File: src/rtl/volume_ramp.sv
// Slew-limited digital volume stage: gain steps toward the (mute-gated) target once per
// accepted sample, and the scaled sample leaves as an offset-binary DAC word two cycles later.
module volume_ramp #(
   parameter int SIG_BITS  = 16,
   parameter int VOL_BITS  = 8,
   parameter int RAMP_STEP = 1
) (
   input  logic                       clk,
   input  logic                       reset,
   input  logic signed [SIG_BITS-1:0] in_data,
   input  logic                       in_valid,
   input  logic [VOL_BITS-1:0]        vol_target,
   input  logic                       mute,
   output logic [SIG_BITS-1:0]        out_data,
   output logic                       out_valid,
   output logic [VOL_BITS-1:0]        gain
);

   localparam logic [VOL_BITS:0]   STEP_W = (VOL_BITS+1)'(RAMP_STEP);
   localparam logic [VOL_BITS-1:0] STEP_N = VOL_BITS'(RAMP_STEP);

   logic [VOL_BITS-1:0]        target;
   logic [VOL_BITS:0]          gain_up;
   logic [VOL_BITS-1:0]        gain_q, gain_d;

   logic                       s1_valid_q;
   logic signed [SIG_BITS-1:0] s1_data_q;
   logic [VOL_BITS-1:0]        s1_gain_q;

   logic signed [SIG_BITS+VOL_BITS:0] prod;
   logic signed [SIG_BITS-1:0]        scaled;

   logic                       s2_valid_q;
   logic signed [SIG_BITS-1:0] s2_data_q;

   logic                       out_valid_q;
   logic [SIG_BITS-1:0]        out_data_q, out_data_d;

   // Ramp arithmetic is done one bit wider so the step can never wrap past the target.
   always_comb begin
      target  = mute ? '0 : vol_target;
      gain_up = {1'b0, gain_q} + STEP_W;
      gain_d  = gain_q;
      if (in_valid) begin
         if (gain_q < target) begin
            gain_d = (gain_up > {1'b0, target}) ? target : gain_up[VOL_BITS-1:0];
         end else if (gain_q > target) begin
            gain_d = ({1'b0, gain_q} < ({1'b0, target} + STEP_W)) ? target : (gain_q - STEP_N);
         end
      end
   end

   // Floor-shift of the product; the result always fits back in SIG_BITS.
   assign prod   = s1_data_q * $signed({1'b0, s1_gain_q});
   assign scaled = SIG_BITS'(prod >>> VOL_BITS);

   always_comb begin
      out_data_d = out_data_q;
      if (s2_valid_q) begin
         out_data_d = {~s2_data_q[SIG_BITS-1], s2_data_q[SIG_BITS-2:0]};
      end
   end

   always_ff @(posedge clk or posedge reset) begin
      if (reset) begin
         gain_q      <= '0;
         s1_valid_q  <= 1'b0;
         s1_data_q   <= '0;
         s1_gain_q   <= '0;
         s2_valid_q  <= 1'b0;
         s2_data_q   <= '0;
         out_valid_q <= 1'b0;
         out_data_q  <= {1'b1, {(SIG_BITS-1){1'b0}}};
      end else begin
         gain_q      <= gain_d;
         s1_valid_q  <= in_valid;
         s2_valid_q  <= s1_valid_q;
         out_valid_q <= s2_valid_q;
         out_data_q  <= out_data_d;
         if (in_valid) begin
            s1_data_q <= in_data;
            s1_gain_q <= gain_q;
         end
         if (s1_valid_q) begin
            s2_data_q <= scaled;
         end
      end
   end

   assign gain      = gain_q;
   assign out_data  = out_data_q;
   assign out_valid = out_valid_q;

endmodule

File: config.mk
export PLATFORM = sky130hd
export DESIGN_NAME = volume_ramp
export DESIGN_NICKNAME = d
export VERILOG_FILES = /design/src/rtl/volume_ramp.sv
export SDC_FILE = /design/constraint.sdc
export NUM_CORES = 1
export LEC_CHECK = 0
export ABC_AREA = 1
export CORE_AREA = 2 2 92 182
export DETAILED_ROUTE_END_ITERATION = 10
export DIE_AREA = 0 0 94 184
export GPL_ROUTABILITY_DRIVEN = 0
export PLACE_DENSITY = 0.76
export SLEW_MARGIN = 20
export SYNTH_ARGS = -nofsm -noshare
export SYNTH_HDL_FRONTEND = slang
export SYNTH_SLANG_ARGS = --single-unit
File: constraint.sdc
create_clock -name clk -period 4.45 [get_ports clk]
set_input_delay 0.6675 -clock clk [delete_from_list [all_inputs] [get_ports clk]]
set_output_delay 0.6675 -clock clk [all_outputs]
set_load 0.01 [all_outputs]
==> summary.md, run 1 <==
| Metric | Value |
|---|---|
| DR vias | `between 7,000 and 8,000` |
| Area taken by flip-flops and latches | `between 1500 and 2000 µm²` |
| Wire per inst | `about 16 µm` |
| Run status | `finished, final reports clean` |
| Worst Path Arrival | `4.55 ns` |
| Cell area after layout | `a little over 10,000 µm²` |
| Clk buf depth | `2` |
| Final Cycle Share | `between 90% and 100%` |
| Ports | `between 50 and 60` |
| Iter 0 DRT Violations | `348` |
| Final Hold Vio Count | `0` |
| Min Tclk post-route | `4.366 ns` |
| Via/cell ratio | `5.320` |
| Cell Area, Placed | `around 9600 µm²` |
| # diodes | `0` |
| Worst slew margin | `between 40% and 50%` |
| Worst Skew | `0.008364 ns` |
| Hpwl dp | `approximately 17 mm` |
| Largest net degree at the start of global routing | `between 40 and 50` |
| Crit path capture type | `flop` |
| Final setup viols | `0` |
| Total GRT Usage | `26.46%` |
| TritonCTS clock tree | `built` |
| Sequential fraction of the synthesis area | `19.56%` |
| Post-route ant nets | `0` |
| Hold WC Path Type | `flop to flop` |
| Slowest CP cell | `fa_1` |
| Post-synthesis register bit count | `67` |
| Vias in the first global route | `8,023` |
| Starting density of the core | `54.08%` |
| Total Die Area | `approximately 17,000 µm²` |
| Crit path launch type | `flop` |
| CTS Root Cell | `clkbuf_16` |
| Core footprint | `15,860 µm²` |
| Post-synthesis cell area | `around 8600 µm²` |
| Post-synthesis average cell area | `7.458 µm²` |
| First-pass GRT wire length | `roughly 36 mm` |
| R2R Setup Slk | `0.08 ns` |
| Die Ht | `184 µm` |
| Worst-Margin Slew | `0.8752 ns` |
| Clock sinks | `67` |
| Peak Freq | `about 230 MHz` |
| Max Cap Violations | `0` |
| Total wire length | `22.50 mm` |
| TritonCTS buffer count | `9` |
| Syn-to-layout area delta | `20.85%` |
| CP cell instances | `buf_6 > nand2_1 > fa_1 > inv_1 > fa_1 > fa_1 > inv_1 > fa_1 > inv_1 > ha_1 > buf_4 > nand2_2 > nor2_2 > inv_1 > nor2_2 > nand3_1 > nand3_1 > nand2_1 > nand3_1 > o21ai_0` |
| Syn Inst Count | `1,150` |
| Clk_lat worst skew | `approximately 0.34 ns` |
| Gr ovfl total | `0` |
| Worst path max stage delay | `0.52 ns` |
| Ys Warns | `0` |
| Fillers | `1,324` |
| Critical path class | `flop to flop` |
| Drt pass-1 iters | `5` |
| CP Data Required Time | `4.64 ns` |
| Antenna violations before repair | `0` |
| DRC | `0` |
| Die width | `94 µm` |
| H-tree Lvls | `3` |
| Syn_nets | `between 1,000 and 1,500` |
| RSZ-0062 raised after global routing | `yes` |
| Port buffer count | `52` |
| Yosys cell types | `37` |
| # rows | `65` |
| CP Max Fanout | `7` |
| TNS Setup | `0 ns` |
| Nets | `1,437` |
| Reg clk slew, reported paths | `0.06 ns` |
| Multi-input gate area | `~6000 µm²` |
| Final Max Slew Viols | `0` |
| Layout cells sized above 1 | `between 15 and 20%` |
[cells in the final DEF (no fill, tap or decap), types with 14 or more instances in the layout]
master / count
a21oi_1: 22
buf_4: 61
clkdlybuf4s50_1: 52
dfrtp_1: 51
dfrtp_2: 15
fa_1: 96
ha_1: 59
inv_1: 256
mux2_2: 16
nand2_1: 311
nand2_2: 14
nand3_1: 85
nor2_1: 45
xor2_1: 17
[logic make-up (layout without fill, tap and decap cells)]
group                      count (synthesis)  in the layout  synth area share [%]
AOI/OAI and AO/OA                         67             67                 4.449
xor gates and xnor gates                  24             24                 2.451
adders and majority gates                170            170                 33.46
buffers and inverters                    307            401                 13.52
DFF                                       67             67                 19.56
muxes                                     16             16                 2.101
and+or+nand+nor                          499            499                 24.45
[final cells by class]
| type | instances | area share (%) |
|---|---|---|
| clock buffers | 9 | 2.173 |
| clock inverters | 7 | 0.9536 |
| inverters | 263 | 9.561 |
| multi-input cells | 776 | 57.96 |
| flip-flops and latches | 67 | 16.37 |
| well taps | 201 | 2.426 |
| repair buffers | 122 | 10.56 |
[synthesized netlist by cell type, drive strengths merged]
cell type  number  area [µm²]
o21a            4       30.03
fa             99        1982
a21oi          29       145.1
inv           263       987.2
or2             2       12.51
a21boi          1       7.510
xnor2           7       61.31
nand2         328        1264
a31oi           6       37.54
a211oi          1       7.510
buf             4       17.52
nand4           5       31.28
nand3b          1       7.510
nor2           60       247.7
nor3b           1       7.510
dfstp           1       26.28
o21bai          4       33.78
nor4            3       18.77
xor2           17       148.9
a21o            4       30.03
clkbuf         40       155.2
nor3            8       40.04
dfrtp          66        1652
mux2           16       180.2
nand3          89       455.4
ha             71       888.4
o21ai          18       90.09
and2            2       12.51
[final timing paths]
path,start,cells after the start,endpoint
worst max-delay path,s1_gain_q[1]$_DFFE_PP0P_,20,s2_data_q[14]$_DFFE_PP0P_
max in group asynchronous,reset,3,s1_gain_q[3]$_DFFE_PP0P_
worst max register to register,s1_gain_q[1]$_DFFE_PP0P_,20,s2_data_q[14]$_DFFE_PP0P_
min in group asynchronous,reset,2,s1_data_q[4]$_DFFE_PP0P_
worst min-delay path,s2_data_q[15]$_DFFE_PP0P_,1,out_data[15]$_DFFE_PP1P_
worst min register to register,s2_data_q[15]$_DFFE_PP0P_,1,out_data[15]$_DFFE_PP1P_
[worst max-delay path: cells and delay by family (launching register included)]
family,cells,cell delay (ns)
AND/OR/NAND/NOR,8,0.78
buffers and inverters,6,0.54
AO/OA/AOI/OAI,1,0.10
flip-flops,1,0.50
adder cells (fa/ha/maj),5,2.28
[sequential cells by signal, indices dropped and copies added, names as in the netlist]
register / cells
s2_data_q: 16
out_data: 16
s1_valid_q: 1
gain: 8
s1_gain_q: 8
s1_data_q: 16
s2_valid_q: 1
out_valid: 1
[per-layer routing]
| metal | share of wire [%] | vias up | track usage [%] |
|---|---|---|---|
| met3 | 3.2 | 117 | 2.829 |
| met5 | 0 | - | 0 |
| met2 | 57 | 280 | 52.31 |
| met1 | 33 | 3665 | 24.61 |
| li1 | - | 3625 | - |
| met4 | 7.4 | 0 | 16.35 |
[stage by stage]
step	util, %	instances	hold WS (ns)	worst slack [ns]
3_5_place_dp	60.32	1411	0.4443	-0.2478
6_report	65.36	1445	0.4525	0.08410
2_1_floorplan	-	1150	0.3905	0.04323
4_1_cts	63.16	1434	0.4531	0.01260
3_3_place_gp	60.32	1411	0.4296	-0.1563
5_1_grt	65.36	1445	0.4899	-0.06803
[repair_timing]
| item | in CTS | in global routing |
|---|---|---|
| endpoints found under the setup margin | 9 | 14 |
| pin swaps | 2 | 15 |
| hold buffers | 0 | 0 |
| gates resized for setup | 25 | 61 |
| gates cloned | 0 | 0 |
| buffers inserted | 7 | 11 |
Power of run 1 is not shown: default switching activity piles up to over one toggle a cycle in this logic, so the estimate is an artifact.
==> run 2, diff against run 1 <==
--- a/config.mk
+++ b/config.mk
@@ -9,8 +9,9 @@
 export CORE_AREA = 2 2 92 182
 export DETAILED_ROUTE_END_ITERATION = 10
 export DIE_AREA = 0 0 94 184
+export DONT_BUFFER_PORTS = 1
 export GPL_ROUTABILITY_DRIVEN = 0
-export PLACE_DENSITY = 0.76
+export PLACE_DENSITY = 0.69
 export SLEW_MARGIN = 20
 export SYNTH_ARGS = -nofsm -noshare
 export SYNTH_HDL_FRONTEND = slang
==> constraint.sdc (replaced) <==
create_clock -name clk -period 4.05 [get_ports clk]
set_input_delay 0.6075 -clock clk [delete_from_list [all_inputs] [get_ports clk]]
set_output_delay 0.6075 -clock clk [all_outputs]
set_load 0.01 [all_outputs]
==> run 2 against run 1 <==
Effect of this change:
- critical path depth fell by 3
- the run now ends with setup timing left
- via count barely moved
- non-clock buffer count rose by 5
- count of clock-buffer cells in the layout did not move
- worst setup slack got worse by 0.37 ns
- flip-flop and latch count did not move
- global-route usage rose by 2.0 points
- first-iteration DRC count fell by 0.29%
- cell area rose by 4.9%
==> summary.md, run 2 (synthesis gave the netlist of run 1 again) <==
| Metric | Value |
|---|---|
| DP Worst Slack | `-0.4785 ns` |
| CP cell instances | `buf_6 > nand2_2 > fa_1 > inv_1 > fa_1 > fa_1 > inv_1 > fa_1 > inv_2 > ha_4 > nand2_4 > nor2_4 > inv_2 > nor3_4 > a21oi_2 > or2_4 > a31oi_1` |
| TritonCTS clock tree | `built` |
| Die width | `94 µm` |
| Core footprint | `between 15,000 and 20,000 µm²` |
| Clock sinks | `67` |
| Iter 0 DRT Violations | `347` |
| Final Cycle Share | `107.0%` |
| H-tree Lvls | `3` |
| CP Data Required Time | `4.31 ns` |
| Slowest CP cell | `fa_1` |
| Worst path max stage delay | `approximately 0.55 ns` |
| First-pass GRT wire length | `38.10 mm` |
| # rows | `65` |
| Hpwl dp | `between 15 and 20 mm` |
| CP Max Fanout | `5` |
| Syn-to-layout area delta | `26.71%` |
| RSZ-0062 raised after global routing | `yes` |
| Drt pass-1 iters | `5` |
| Failing checks | `setup timing` |
| Largest net degree at the start of global routing | `35` |
| DR vias | `7,683` |
| Most frequent cells in the layout | `279 x nand2_1, 233 x inv_1, 102 x buf_4` |
| Port buffer count | `0` |
| Worst slew margin | `49.28%` |
| TritonCTS buffer count | `9` |
| Nets | `1,442` |
| Die Ht | `about 180 µm` |
| Cell area after layout | `approximately 11,000 µm²` |
| CTS Root Cell | `clkbuf_16` |
| Wire per inst | `16.61 µm` |
| Post-route ant nets | `0` |
| Critical path class | `flop to flop` |
| Starting density of the core | `54.08%` |
| Ports | `53` |
| Total wire length | `24.09 mm` |
| Hold WC Path Type | `input pin to async pin` |
| Reg clk slew, reported paths | `0.06 ns` |
| Crit path capture type | `flop` |
| Post-route core utilization | `68.53%` |
| Total GRT Usage | `between 20% and 30%` |
| Max Cap Violations | `0` |
| Vias in the first global route | `8,201` |
| Crit path launch type | `flop` |
| CTS Hold Bufs | `0` |
| Worst path most repeated cell | `fa_1` |
| Peak Freq | `230.8 MHz` |
| Final Max Slew Viols | `0` |
| Most common cell after layout, fill and taps aside | `nand2_1` |
| Worst Path Arrival | `4.59 ns` |
| Total Die Area | `17,300 µm²` |
| DRC | `0` |
| Final Hold Vio Count | `0` |
| Worst path bufs/invs | `5` |
| Worst Skew | `0.008092 ns` |
| Run status | `complete, but fails checks` |
| Top delay family on crit path | `adder cells` |
| Worst-Margin Slew | `0.7597 ns` |
| Clk_lat worst skew | `0.35 ns` |
| Cell Area, Placed | `9478 µm²` |
| Min Tclk post-route | `4.333 ns` |
| Clk buf depth | `2` |
| Layout cells sized above 1 | `27.22%` |
| Setup ws final | `-0.2831 ns` |
| Final setup viols | `12` |
| # diodes | `0` |
| Gr ovfl total | `0` |
| Antenna violations before repair | `0` |
| Via/cell ratio | `approximately 5.3` |
## run 2: what timing repair did
action                                  4_1_cts  5_1_grt
resized for setup                           134       82
setup buffers                                33        4
gates cloned                                  1        0
pin swaps                                    80       58
endpoints found under the setup margin       16       16
## run 2: final timing paths
path | end | cells past startpoint | slack (ns) | from
max | s2_data_q[6]$_DFFE_PP0P_ | 17 | -0.28 | s1_gain_q[0]$_DFFE_PP0P_
min | s1_data_q[3]$_DFFE_PP0P_ | 1 | 0.27 | reset
max reg2reg | s2_data_q[6]$_DFFE_PP0P_ | 17 | -0.28 | s1_gain_q[0]$_DFFE_PP0P_
min reg2reg | out_data[15]$_DFFE_PP1P_ | 1 | 0.46 | s2_data_q[15]$_DFFE_PP0P_
max in group asynchronous | out_data[15]$_DFFE_PP1P_ | 2 | 2.85 | reset
min in group clk | s1_valid_q$_DFF_PP0_ | 0 | 0.30 | in_valid
## run 2: final cells by class
| class | count | area [µm²] |
|---|---|---|
| clock buffer | 9 | 225.2 |
| clock inverter | 7 | 98.84 |
| fill | 1228 | 4991 |
| inverter | 263 | 989.7 |
| multi-input combinational | 776 | 6544 |
| sequential | 67 | 1694 |
| tap | 201 | 251.5 |
| timing repair buffer | 127 | 1065 |
## run 2: through the flow
| step | TNS [ns] | instances | hold slack (ns) |
|---|---|---|---|
| final | -2.144 | 1450 | 0.2705 |
| after global placement | -3.947 | 1397 | 0.4415 |
| after detailed placement | -4.844 | 1397 | 0.4496 |
| after CTS | -1.252 | 1446 | 0.2885 |
| after floorplan | -0.02021 | 1150 | 0.3905 |
| after global routing | -3.694 | 1450 | 0.2921 |
## run 2: worst reg2reg max path, stage by stage, from the launching register on
cell and delay (ns):
dfrtp_2 0.44, buf_6 0.15, nand2_2 0.06, fa_1 0.55, inv_1 0.06, fa_1 0.47, fa_1 0.54, inv_1 0.05
fa_1 0.49, inv_2 0.05, ha_4 0.34, nand2_4 0.08, nor2_4 0.11, inv_2 0.07, nor3_4 0.31, a21oi_2 0.13
or2_4 0.23, a31oi_1 0.13
## run 2: layer usage
| layer | track usage [%] | vias to the layer above | routed length, µm |
|---|---|---|---|
| met2 | 56.66 | 251 | 13770 |
| met4 | 18.49 | 0 | 1701 |
| met5 | 0 | - | 0 |
| met3 | 4.182 | 112 | 920 |
| li1 | - | 3631 | - |
| met1 | 25.01 | 3689 | 7696 |
Power of run 2 is left out for the same reason.
